===== src/rtl/uart_pkg.sv =====
// Shared types and constants for the buffered UART transmitter.
package uart_pkg;

    typedef enum logic [2:0] {
        IDLE,
        START,
        DATA,
        PARITY,
        STOP
    } tx_state_t;

    typedef enum logic [1:0] {
        PAR_NONE = 2'b00,
        PAR_EVEN = 2'b01,
        PAR_ODD  = 2'b10
    } parity_mode_t;

    localparam logic LINE_IDLE = 1'b1;

endpackage


===== src/rtl/uart_tx_fifo.sv =====
// Synchronous write FIFO with async active-low reset and an always-valid head word.
module uart_tx_fifo #(
    parameter int WIDTH = 8,
    parameter int DEPTH = 8
) (
    input  logic                     clk,
    input  logic                     rst_n,
    input  logic                     wr_en,
    input  logic [WIDTH-1:0]         wr_data,
    input  logic                     rd_en,
    output logic [WIDTH-1:0]         rd_data,
    output logic                     full,
    output logic                     empty,
    output logic [$clog2(DEPTH):0]   count
);
    localparam int AW = $clog2(DEPTH);

    logic [WIDTH-1:0] r_mem [DEPTH];
    logic [AW-1:0]    r_wr_ptr;
    logic [AW-1:0]    r_rd_ptr;
    logic [AW:0]      r_count;
    logic             w_push;
    logic             w_pop;

    assign w_push  = wr_en && !full;
    assign w_pop   = rd_en && !empty;
    assign full    = (r_count == (AW+1)'(DEPTH));
    assign empty   = (r_count == '0);
    assign count   = r_count;
    assign rd_data = r_mem[r_rd_ptr];

    always_ff @(posedge clk) begin
        if (w_push) begin
            r_mem[r_wr_ptr] <= wr_data;
        end
    end

    // Pointers wrap naturally because DEPTH is a power of two.
    always_ff @(posedge clk or negedge rst_n) begin
        if (!rst_n) begin
            r_wr_ptr <= '0;
            r_rd_ptr <= '0;
            r_count  <= '0;
        end else begin
            if (w_push) r_wr_ptr <= r_wr_ptr + 1'b1;
            if (w_pop)  r_rd_ptr <= r_rd_ptr + 1'b1;
            case ({w_push, w_pop})
                2'b10:   r_count <= r_count + 1'b1;
                2'b01:   r_count <= r_count - 1'b1;
                default: r_count <= r_count;
            endcase
        end
    end

endmodule


===== src/rtl/uart_tx_buffered.sv =====
// Buffered UART transmitter: FIFO-fed frame FSM with run-time divisor and stop bits.
// Parity support is compiled in only when UART_TX_PARITY_EN is defined.
module uart_tx_buffered
    import uart_pkg::*;
#(
    parameter int DATA_WIDTH = 8,
    parameter int FIFO_DEPTH = 8,
    parameter int DIV_WIDTH  = 16
) (
    input  logic                          clk,
    input  logic                          reset,
    input  logic [DIV_WIDTH-1:0]          baud_divisor,
    input  logic [1:0]                    parity_mode,
    input  logic                          two_stop,
    input  logic [DATA_WIDTH-1:0]         transmit_data,
    input  logic                          wr_valid,
    output logic                          wr_ready,
    output logic                          serial_data_out,
    output logic                          transmitting_flag,
    output logic                          frame_done,
    output logic [$clog2(FIFO_DEPTH):0]   fifo_count
);
    localparam int                    BIT_W    = $clog2(DATA_WIDTH + 1);
    localparam logic [BIT_W-1:0]      LAST_BIT = BIT_W'(DATA_WIDTH - 1);
    localparam logic [DIV_WIDTH-1:0]  DIV_ONE  = DIV_WIDTH'(1);

    tx_state_t              r_state, r_state_next;
    logic [DIV_WIDTH-1:0]   r_timer, r_timer_next;
    logic [DIV_WIDTH-1:0]   r_div, r_div_next;
    logic [BIT_W-1:0]       r_bit_idx, r_bit_idx_next;
    logic [DATA_WIDTH-1:0]  r_shift, r_shift_next;
    logic                   r_two_stop, r_two_stop_next;
    logic                   r_stop_idx, r_stop_idx_next;
    logic                   r_tx, r_tx_next;

    logic                   w_full, w_empty, w_pop, w_timer_zero;
    logic [DATA_WIDTH-1:0]  w_head;
    logic [DIV_WIDTH-1:0]   w_div_eff;

`ifdef UART_TX_PARITY_EN
    logic                   r_par_en, r_par_en_next;
    logic                   r_par_bit, r_par_bit_next;
`else
    logic                   w_unused_parity;
    assign w_unused_parity = ^parity_mode;
`endif

    uart_tx_fifo #(
        .WIDTH (DATA_WIDTH),
        .DEPTH (FIFO_DEPTH)
    ) u_fifo (
        .clk     (clk),
        .rst_n   (reset),
        .wr_en   (wr_valid),
        .wr_data (transmit_data),
        .rd_en   (w_pop),
        .rd_data (w_head),
        .full    (w_full),
        .empty   (w_empty),
        .count   (fifo_count)
    );

    assign wr_ready          = !w_full;
    assign serial_data_out   = r_tx;
    assign transmitting_flag = (r_state != IDLE);
    assign w_timer_zero      = (r_timer == '0);
    assign w_div_eff         = (baud_divisor > DIV_ONE) ? baud_divisor : DIV_ONE;
    assign frame_done        = (r_state == STOP) && w_timer_zero && (!r_two_stop || r_stop_idx);

    always_ff @(posedge clk or negedge reset) begin
        if (!reset) begin
            r_state    <= IDLE;
            r_timer    <= '0;
            r_div      <= DIV_ONE;
            r_bit_idx  <= '0;
            r_shift    <= '0;
            r_two_stop <= 1'b0;
            r_stop_idx <= 1'b0;
            r_tx       <= LINE_IDLE;
`ifdef UART_TX_PARITY_EN
            r_par_en   <= 1'b0;
            r_par_bit  <= 1'b0;
`endif
        end else begin
            r_state    <= r_state_next;
            r_timer    <= r_timer_next;
            r_div      <= r_div_next;
            r_bit_idx  <= r_bit_idx_next;
            r_shift    <= r_shift_next;
            r_two_stop <= r_two_stop_next;
            r_stop_idx <= r_stop_idx_next;
            r_tx       <= r_tx_next;
`ifdef UART_TX_PARITY_EN
            r_par_en   <= r_par_en_next;
            r_par_bit  <= r_par_bit_next;
`endif
        end
    end

    always_comb begin
        r_state_next    = r_state;
        r_div_next      = r_div;
        r_bit_idx_next  = r_bit_idx;
        r_shift_next    = r_shift;
        r_two_stop_next = r_two_stop;
        r_stop_idx_next = r_stop_idx;
        r_tx_next       = r_tx;
        w_pop           = 1'b0;
        // Any bit boundary reloads the timer; otherwise it counts down.
        r_timer_next    = w_timer_zero ? (r_div - DIV_ONE) : (r_timer - DIV_ONE);
`ifdef UART_TX_PARITY_EN
        r_par_en_next   = r_par_en;
        r_par_bit_next  = r_par_bit;
`endif

        case (r_state)
            IDLE: begin
                r_tx_next = LINE_IDLE;
                if (!w_empty) w_pop = 1'b1;
            end
            START: begin
                if (w_timer_zero) begin
                    r_state_next   = DATA;
                    r_bit_idx_next = '0;
                    r_tx_next      = r_shift[0];
                end
            end
            DATA: begin
                if (w_timer_zero) begin
                    if (r_bit_idx == LAST_BIT) begin
                        r_state_next    = STOP;
                        r_stop_idx_next = 1'b0;
                        r_tx_next       = LINE_IDLE;
`ifdef UART_TX_PARITY_EN
                        if (r_par_en) begin
                            r_state_next = PARITY;
                            r_tx_next    = r_par_bit;
                        end
`endif
                    end else begin
                        r_bit_idx_next = r_bit_idx + 1'b1;
                        r_shift_next   = r_shift >> 1;
                        r_tx_next      = r_shift[1];
                    end
                end
            end
`ifdef UART_TX_PARITY_EN
            PARITY: begin
                if (w_timer_zero) begin
                    r_state_next    = STOP;
                    r_stop_idx_next = 1'b0;
                    r_tx_next       = LINE_IDLE;
                end
            end
`endif
            STOP: begin
                if (w_timer_zero) begin
                    if (frame_done) begin
                        if (!w_empty) begin
                            w_pop = 1'b1;
                        end else begin
                            r_state_next = IDLE;
                            r_tx_next    = LINE_IDLE;
                        end
                    end else begin
                        r_stop_idx_next = 1'b1;
                    end
                end
            end
            default: begin
                r_state_next = IDLE;
                r_tx_next    = LINE_IDLE;
            end
        endcase

        // Frame settings are captured only here, so mid-frame input changes wait for the next pop.
        if (w_pop) begin
            r_state_next    = START;
            r_tx_next       = 1'b0;
            r_timer_next    = w_div_eff - DIV_ONE;
            r_div_next      = w_div_eff;
            r_shift_next    = w_head;
            r_two_stop_next = two_stop;
            r_stop_idx_next = 1'b0;
            r_bit_idx_next  = '0;
`ifdef UART_TX_PARITY_EN
            r_par_en_next   = (parity_mode == PAR_EVEN) || (parity_mode == PAR_ODD);
            r_par_bit_next  = (parity_mode == PAR_ODD) ? ~^w_head : ^w_head;
`endif
        end
    end

endmodule

===== config.mk =====
export PLATFORM = sky130hd
export DESIGN_NAME = uart_tx_buffered
export DESIGN_NICKNAME = d
export VERILOG_FILES = /design/src/rtl/uart_pkg.sv /design/src/rtl/uart_tx_fifo.sv /design/src/rtl/uart_tx_buffered.sv
export SDC_FILE = /design/constraint.sdc
export NUM_CORES = 1
export LEC_CHECK = 0
export CORE_MARGIN = 2
export CORE_UTILIZATION = 50
export DETAILED_ROUTE_END_ITERATION = 12
export PLACE_DENSITY = 0.7
export SYNTH_ARGS = -nofsm -noshare
export SYNTH_HDL_FRONTEND = slang
export SYNTH_HIERARCHICAL = 1
export SYNTH_SLANG_ARGS = --single-unit

===== constraint.sdc =====
create_clock -name clk -period 6.7 [get_ports clk]
set_input_delay 1.34 -clock clk [delete_from_list [all_inputs] [get_ports clk]]
set_output_delay 1.34 -clock clk [all_outputs]
set_load 0.1 [all_outputs]

After elaboration in Yosys (flattened, before gate mapping) --
Memory sizes are Yosys's and may differ from the RTL's. Index checks and enable logic that the tools add are counted.
Cells by class: add/sub/neg operators 8, $lt $le $gt $ge 1, equal/unequal tests 17, multiplexer cells 41, reduce and logical (&&, ||, !) cells 22
Operators with widths (count):
- 2-to-1 mux 16 bit | 3
- subtractor 16 x 1 -> 16 bit, second input constant | 3
- 2-to-1 mux 8 bit | 4
- 2-to-1 mux 3 bit | 7
- != test 3 x 2 -> 1 bit, second input constant | 7
- 2-to-1 mux 1 bit | 17
- greater-than comparator 16 x 1 -> 1 bit, second input constant | 1
- logical NOT 16 bit | 1
- 2-to-1 mux 4 bit | 4
- one-hot mux 4 bit (2 select lines) | 2
- one-hot mux 3 bit (4 select lines) | 1
- AND reduction 5 bit | 2
- nonzero test 3 bit | 3
- adder 4 x 1 -> 4 bit, second input constant | 2
- AND reduction 7 bit | 1
- adder 3 x 1 -> 3 bit, second input constant | 2
- nonzero test 2 bit | 3
- == test 4 x 3 -> 1 bit, second input constant | 1
- == test 4 bit, second input constant | 1
- logical AND 1 bit | 4
- logical NOT 4 bit | 1
- != test 2 x 1 -> 1 bit, second input constant | 2
- one-hot mux 1 bit (2 select lines) | 2
- AND reduction 4 bit | 1
- other kinds (12) | 14
Storage, ports and cells: flip-flop bits (word level) 60, RAM bits 64, input port bits 30, output and inout port bits 8, logic and storage cells 101, memories kept 1
Memory list:
- u_fifo.r_mem | words 8, width 8, read ports 1, clocked after memory_dff 0, wr ports 1, RTL line uart_tx_fifo.sv:18 | logic [WIDTH-1:0] r_mem [DEPTH];

Longest topological paths before layout --
depth in word-level cells 9, depth in mapped cells 18, gate-level depth less buffers 15

Modules after synthesis --
Netlist, hierarchy kept.
By module, submodules not included:
- uart_tx_fifo | times used 1, cells an instance 160, area an instance 3134.3 µm², sequential area each 2172.1 µm²
- uart_tx_buffered | times used 1, cells an instance 327, area an instance 2926.6 µm², sequential area each 1253.7 µm²

Worst setup path after synthesis --
Ideal clock, no wire load.
kind reg2out, start register r_timer[11], end output frame_done, data arrival time 4.386 ns, required time 5.360 ns, setup slack 0.974 ns, cell stages (with the launch flop) 7, buffers on the path 1, cells stage by stage dfrtp_1 nor4_2 nand3_1 nor2_1 buf_2 nand2_1 nor4_1
On the way: longest elaborated chain between the ends 3
Ends and longest elaborated chain:
- start: declaration | RTL line uart_tx_buffered.sv:28 | logic [DIV_WIDTH-1:0] r_timer, r_timer_next;
- start signal: assignment | RTL line uart_tx_buffered.sv:86 | r_timer <= r_timer_next;
- logical NOT 16 bit | RTL line uart_tx_buffered.sv:66 | assign w_timer_zero = (r_timer == '0);
- logical AND 1 bit (2 in a row) | RTL line uart_tx_buffered.sv:68 | assign frame_done = (r_state == STOP) && w_timer_zero && (!r_two_stop || r_stop_idx);
- end: declaration | RTL line uart_tx_buffered.sv:20 | output logic frame_done,
Every way passes these cells.

Worst setup path in the final report --
start register r_timer[12], end output frame_done
The elaborated chain is that of the path after synthesis.

==> summary by stage <==
Cells and area
The synthesis-to-layout area growth is 17.7%. The number of nets in the finished design is ~560. The area of the multi-input gates is ~0.0025 mm^2.

Counting the fill cells in the layout gives around 950. The repair_antennas step left the layout with diodes totalling 0. At the end of the flow the core is filled with cells to 0.599. The fraction of layout instances using a drive strength above 1 is 0.132. The combined flip-flop and latch cell area is roughly 0.0034 mm^2. Leaving out fill and tap cells, the most frequent cells in the layout are 72 x sky130_fd_sc_hd__nand2_1, 64 x sky130_fd_sc_hd__edfxtp_1, 58 x sky130_fd_sc_hd__dfrtp_1.

The library cell used most frequently in the layout, excluding fill and tap cells, is sky130_fd_sc_hd__nand2_1. The final instance count without filler cells is about 700.

Global routing
The total overflow left after global routing is 0. The routing usage on met3 is 0.0551. For met1 alone, demand over resource in global routing was 0.253.

In the global route stage, overall resource usage came out at 0.207. The initial antenna violation count is 0. The fraction of met2 tracks used by global routing is 0.347. The number of global-route vias before repair is between 4k and 5k. The first global-routing pass estimated 20400 um of wire.

Entering global routing, the biggest net connects 61 pins. After global routing, the most crowded layer is met2.

Logic synthesis
The synthesized netlist cell count is ~490. sky130_fd_sc_hd__edfxtp_1 takes more of the synthesized area than any other cell. The synthesized design contains 64 enable-type register cells.

In this run the mean area of a mapped cell was approximately 12 um^2. Synthesis inferred approximately 120 register bits. In the post-synthesis netlist, the biggest area contributors are sky130_fd_sc_hd__edfxtp_1 32%, sky130_fd_sc_hd__dfrtp_1 24%, sky130_fd_sc_hd__mux4_1 6.9%. The share of synthesized area in the top cell type comes to 0.317. During synthesis, Yosys emitted a total of 6 warnings. For this run, the register share of the synthesized area comes to 0.565.

The largest family of logic cells by synthesized area is simple AND/OR/NAND/NOR gates. The adder and majority cell fraction of the synthesized area is 0.0178. The multiplexer area fraction after synthesis is 0.111. Counting distinct cell types in the post-synthesis netlist gives 65.

The prevailing post-synth register cell is sky130_fd_sc_hd__edfxtp_1. The synthesized netlist occupies a cell area of around 0.0061 mm^2. The share of async-settable or async-resettable flops after synthesis is 0.484. Synthesis produced a netlist with a net count of 525. The post-synthesis share of cell area spent on and, or, nand and nor gates is 0.147. Of the total synthesized cell area, the portion taken by XOR and XNOR cells is 0.0332. The post-synthesis compound-gate area fraction is 0.0972.

Worst hold path
The number of cells on the worst hold path is 2. The worst hold path begins at serial_data_out. The class of the worst hold path is reg -> reg. The path with the worst hold slack has its endpoint at serial_data_out.

Detailed routing
The starting DRC count in detailed routing is between 200 and 300. The number of nets with antenna violations after routing is 0. The residual DRC count is 0. The total wire length after detailed routing is about 12000 um. The length of the first detailed-routing pass in iterations is 4. Across all layers, the routed design uses between 4k and 5k vias. The wire length per cell is roughly 18 um. Using the TritonRoute via totals, the vias-per-cell ratio works out to between 5 and 6.

Worst setup path
The category of the critical setup timing path is reg -> out. The register-to-register setup slack is approximately 2.1 ns. The arrival time of data at the critical path endpoint is between 3 and 4 ns.

The largest fanout on the critical path is 5. The largest individual stage delay along the critical path comes from the cell sky130_fd_sc_hd__clkdlybuf4s50_1. The critical path launch point type is a flop.

STA classifies the critical path endpoint as a primary output. The stage delay of the slowest cell on the critical path is between 1 and 1.5 ns. Counting cells, the worst reg-to-reg path comes to 14.

The critical path goes through nor3_1 > nand3_1 > nor2_1 > nand2_1 > nor4_1 > clkdlybuf4s50_1. The reg-to-reg endpoint is u_fifo/count[3]. Data on the critical path is required at its endpoint by around 5.4 ns. The worst reg2reg path startpoint is u_fifo/count[0].

Die
The initial utilization of the core area, before any placement, comes to 0.509. Measured along the x axis, the die boundary spans 114 um. In this run the vertical extent of the chip is between 100 and 150 um.

The number of primary I/O pins is 38. Row generation in the floorplan step produced 40 rows. The floorplan step defined a die boundary enclosing between 0.01 and 0.015 mm^2. The core box area is 0.0119 mm^2.

Timing
Setup repair after global routing left no endpoint under its margin. Setup violations remaining at the end of the flow were counted as 0. The count of endpoints failing hold in the final timing report was 0.

The maximum clock skew at final layout is 0.0101 ns. Subtracting the final worst setup slack from the clock period gives 4.78 ns. The worst path setup slack after routing is 1.92 ns. The worst slew slack as a fraction of its limit is 0.355. After routing, the total negative slack on setup checks comes to 0 ns. At the pin with the least slew margin, the transition time is just under 1 ns. The final cycle utilization of the critical path is 0.714.

The hold slack is around 0.47 ns. The number of max-slew violations in the final report is 0. Timing would allow up to between 200 and 250 MHz.

Placement
The final HPWL from detailed placement is between 7000 and 8000 um. The post-placement worst setup slack is roughly 2.2 ns. Port buffering added 35 buffers.

At the end of routability-driven placement, the weighted congestion stood at just over 0.8. The post-placement cell count is 654.

Power and ir drop
The power per unit of standard cell area is between 400 and 500 mW/mm^2. The leakage power is roughly 2.7 nW. IR analysis of the VDD net gives a maximum drop of between 0.0002 and 0.00025 V.

CTS
The CTS root buffer is sky130_fd_sc_hd__clkbuf_16. The number of buffers added for setup after CTS is 0. TritonCTS built the clock tree. The number of buffers created by CTS is 17. The hold-fix buffer count after cts is 0.

At the later pin of the worst-skew pair, clock insertion delay measures about 0.42 ns. The number of buffers on the longest clock path is 2. The count of cells resized by post-cts repair is 0. The total number of H-tree levels is 4. The clock transition time at the flip-flop clock pins of the worst setup and hold paths is roughly 0.06 ns. The number of sinks on the clock net is around 120.

Job
Max-cap violations in this run came to 0.

Run status
The flow ran to the end, and the final reports show no timing, DRC or antenna violations.
[layer usage]
metal	part of all wire	vias up
li1	-	1919
met1	0.41	2028
met2	0.51	125
met3	0.058	25
met4	0.024	0
met5	0	-
[final cells by class]
cell class / instances / share of cell area
clock buffer: 18 / 0.0602
clock inverter: 14 / 0.0254
inverter: 16 / 0.00842
multi-input combinational: 326 / 0.345
sequential: 124 / 0.480
tap: 147 / 0.0258
timing repair buffer: 41 / 0.0547
[cells by family after synthesis]
logic type / Yosys count
DFF: 124
xor gates and xnor gates: 23
AOI/OAI and AO/OA: 84
muxes: 40
adders and majority gates: 8
buffers and inverters: 37
and+or+nand+nor: 171
[cells in the mapped netlist (all sizes together) (2+ instances only)]
master / n
a211o: 2
a21oi: 21
a311oi: 3
a31oi: 5
and3: 3
buf: 14
clkbuf: 7
dfrtp: 58
dfstp: 2
edfxtp: 64
ha: 7
inv: 16
mux2: 10
mux2i: 14
mux4: 16
nand2: 73
nand2b: 4
nand3: 9
nand3b: 3
nand4: 3
nor2: 24
nor2b: 2
nor3: 17
nor3b: 3
nor4: 12
o211ai: 2
o21a: 4
o21ai: 26
o32a: 3
o32ai: 4
or2: 3
or3: 7
or4: 5
or4b: 2
xnor2: 16
xor2: 7
[critical path, delay by kind of cell, from the launching register on]
kind / cells / cell delay (ns)
DFF: 1 / 0.40
and+or+nand+nor: 5 / 1.43
buffers and inverters: 1 / 1.19
[flip-flops by register name, summed over array words and instances (netlist names), 3 cells and up]
signal / cells
u_fifo/r_mem: 64
r_div: 16
r_timer: 16
r_shift: 8
r_bit_idx: 4
u_fifo/count: 4
r_state: 3
u_fifo/r_rd_ptr: 3
u_fifo/r_wr_ptr: 3
[report_power, final]
group          switching, mW  internal (mW)
Combinational          0.483          0.337
Sequential             0.187           1.02
Clock                  0.352          0.592
[metrics by stage]
stage | instance area [um^2] | power (mW)
after global routing | 7130 | 3.14
after detailed placement | 6520 | 2.03
after CTS | 7130 | 2.99
after global placement | 6520 | 1.99
after floorplan | 6060 | 1.81
final | 7130 | 2.97
[worst max path at each step]
stage | cells after the start | to | start | slack, ns
floorplan | 6 | frame_done | r_timer[11] | 0.97
global placement | 14 | u_fifo/count[3] | u_fifo/count[0] | 2.29
detailed placement | 14 | u_fifo/count[3] | u_fifo/count[0] | 2.16
CTS | 6 | frame_done | r_timer[12] | 1.92
global route | 6 | frame_done | r_timer[12] | 1.77
finish | 6 | frame_done | r_timer[12] | 1.92
Power figures use the tool's default switching activity.
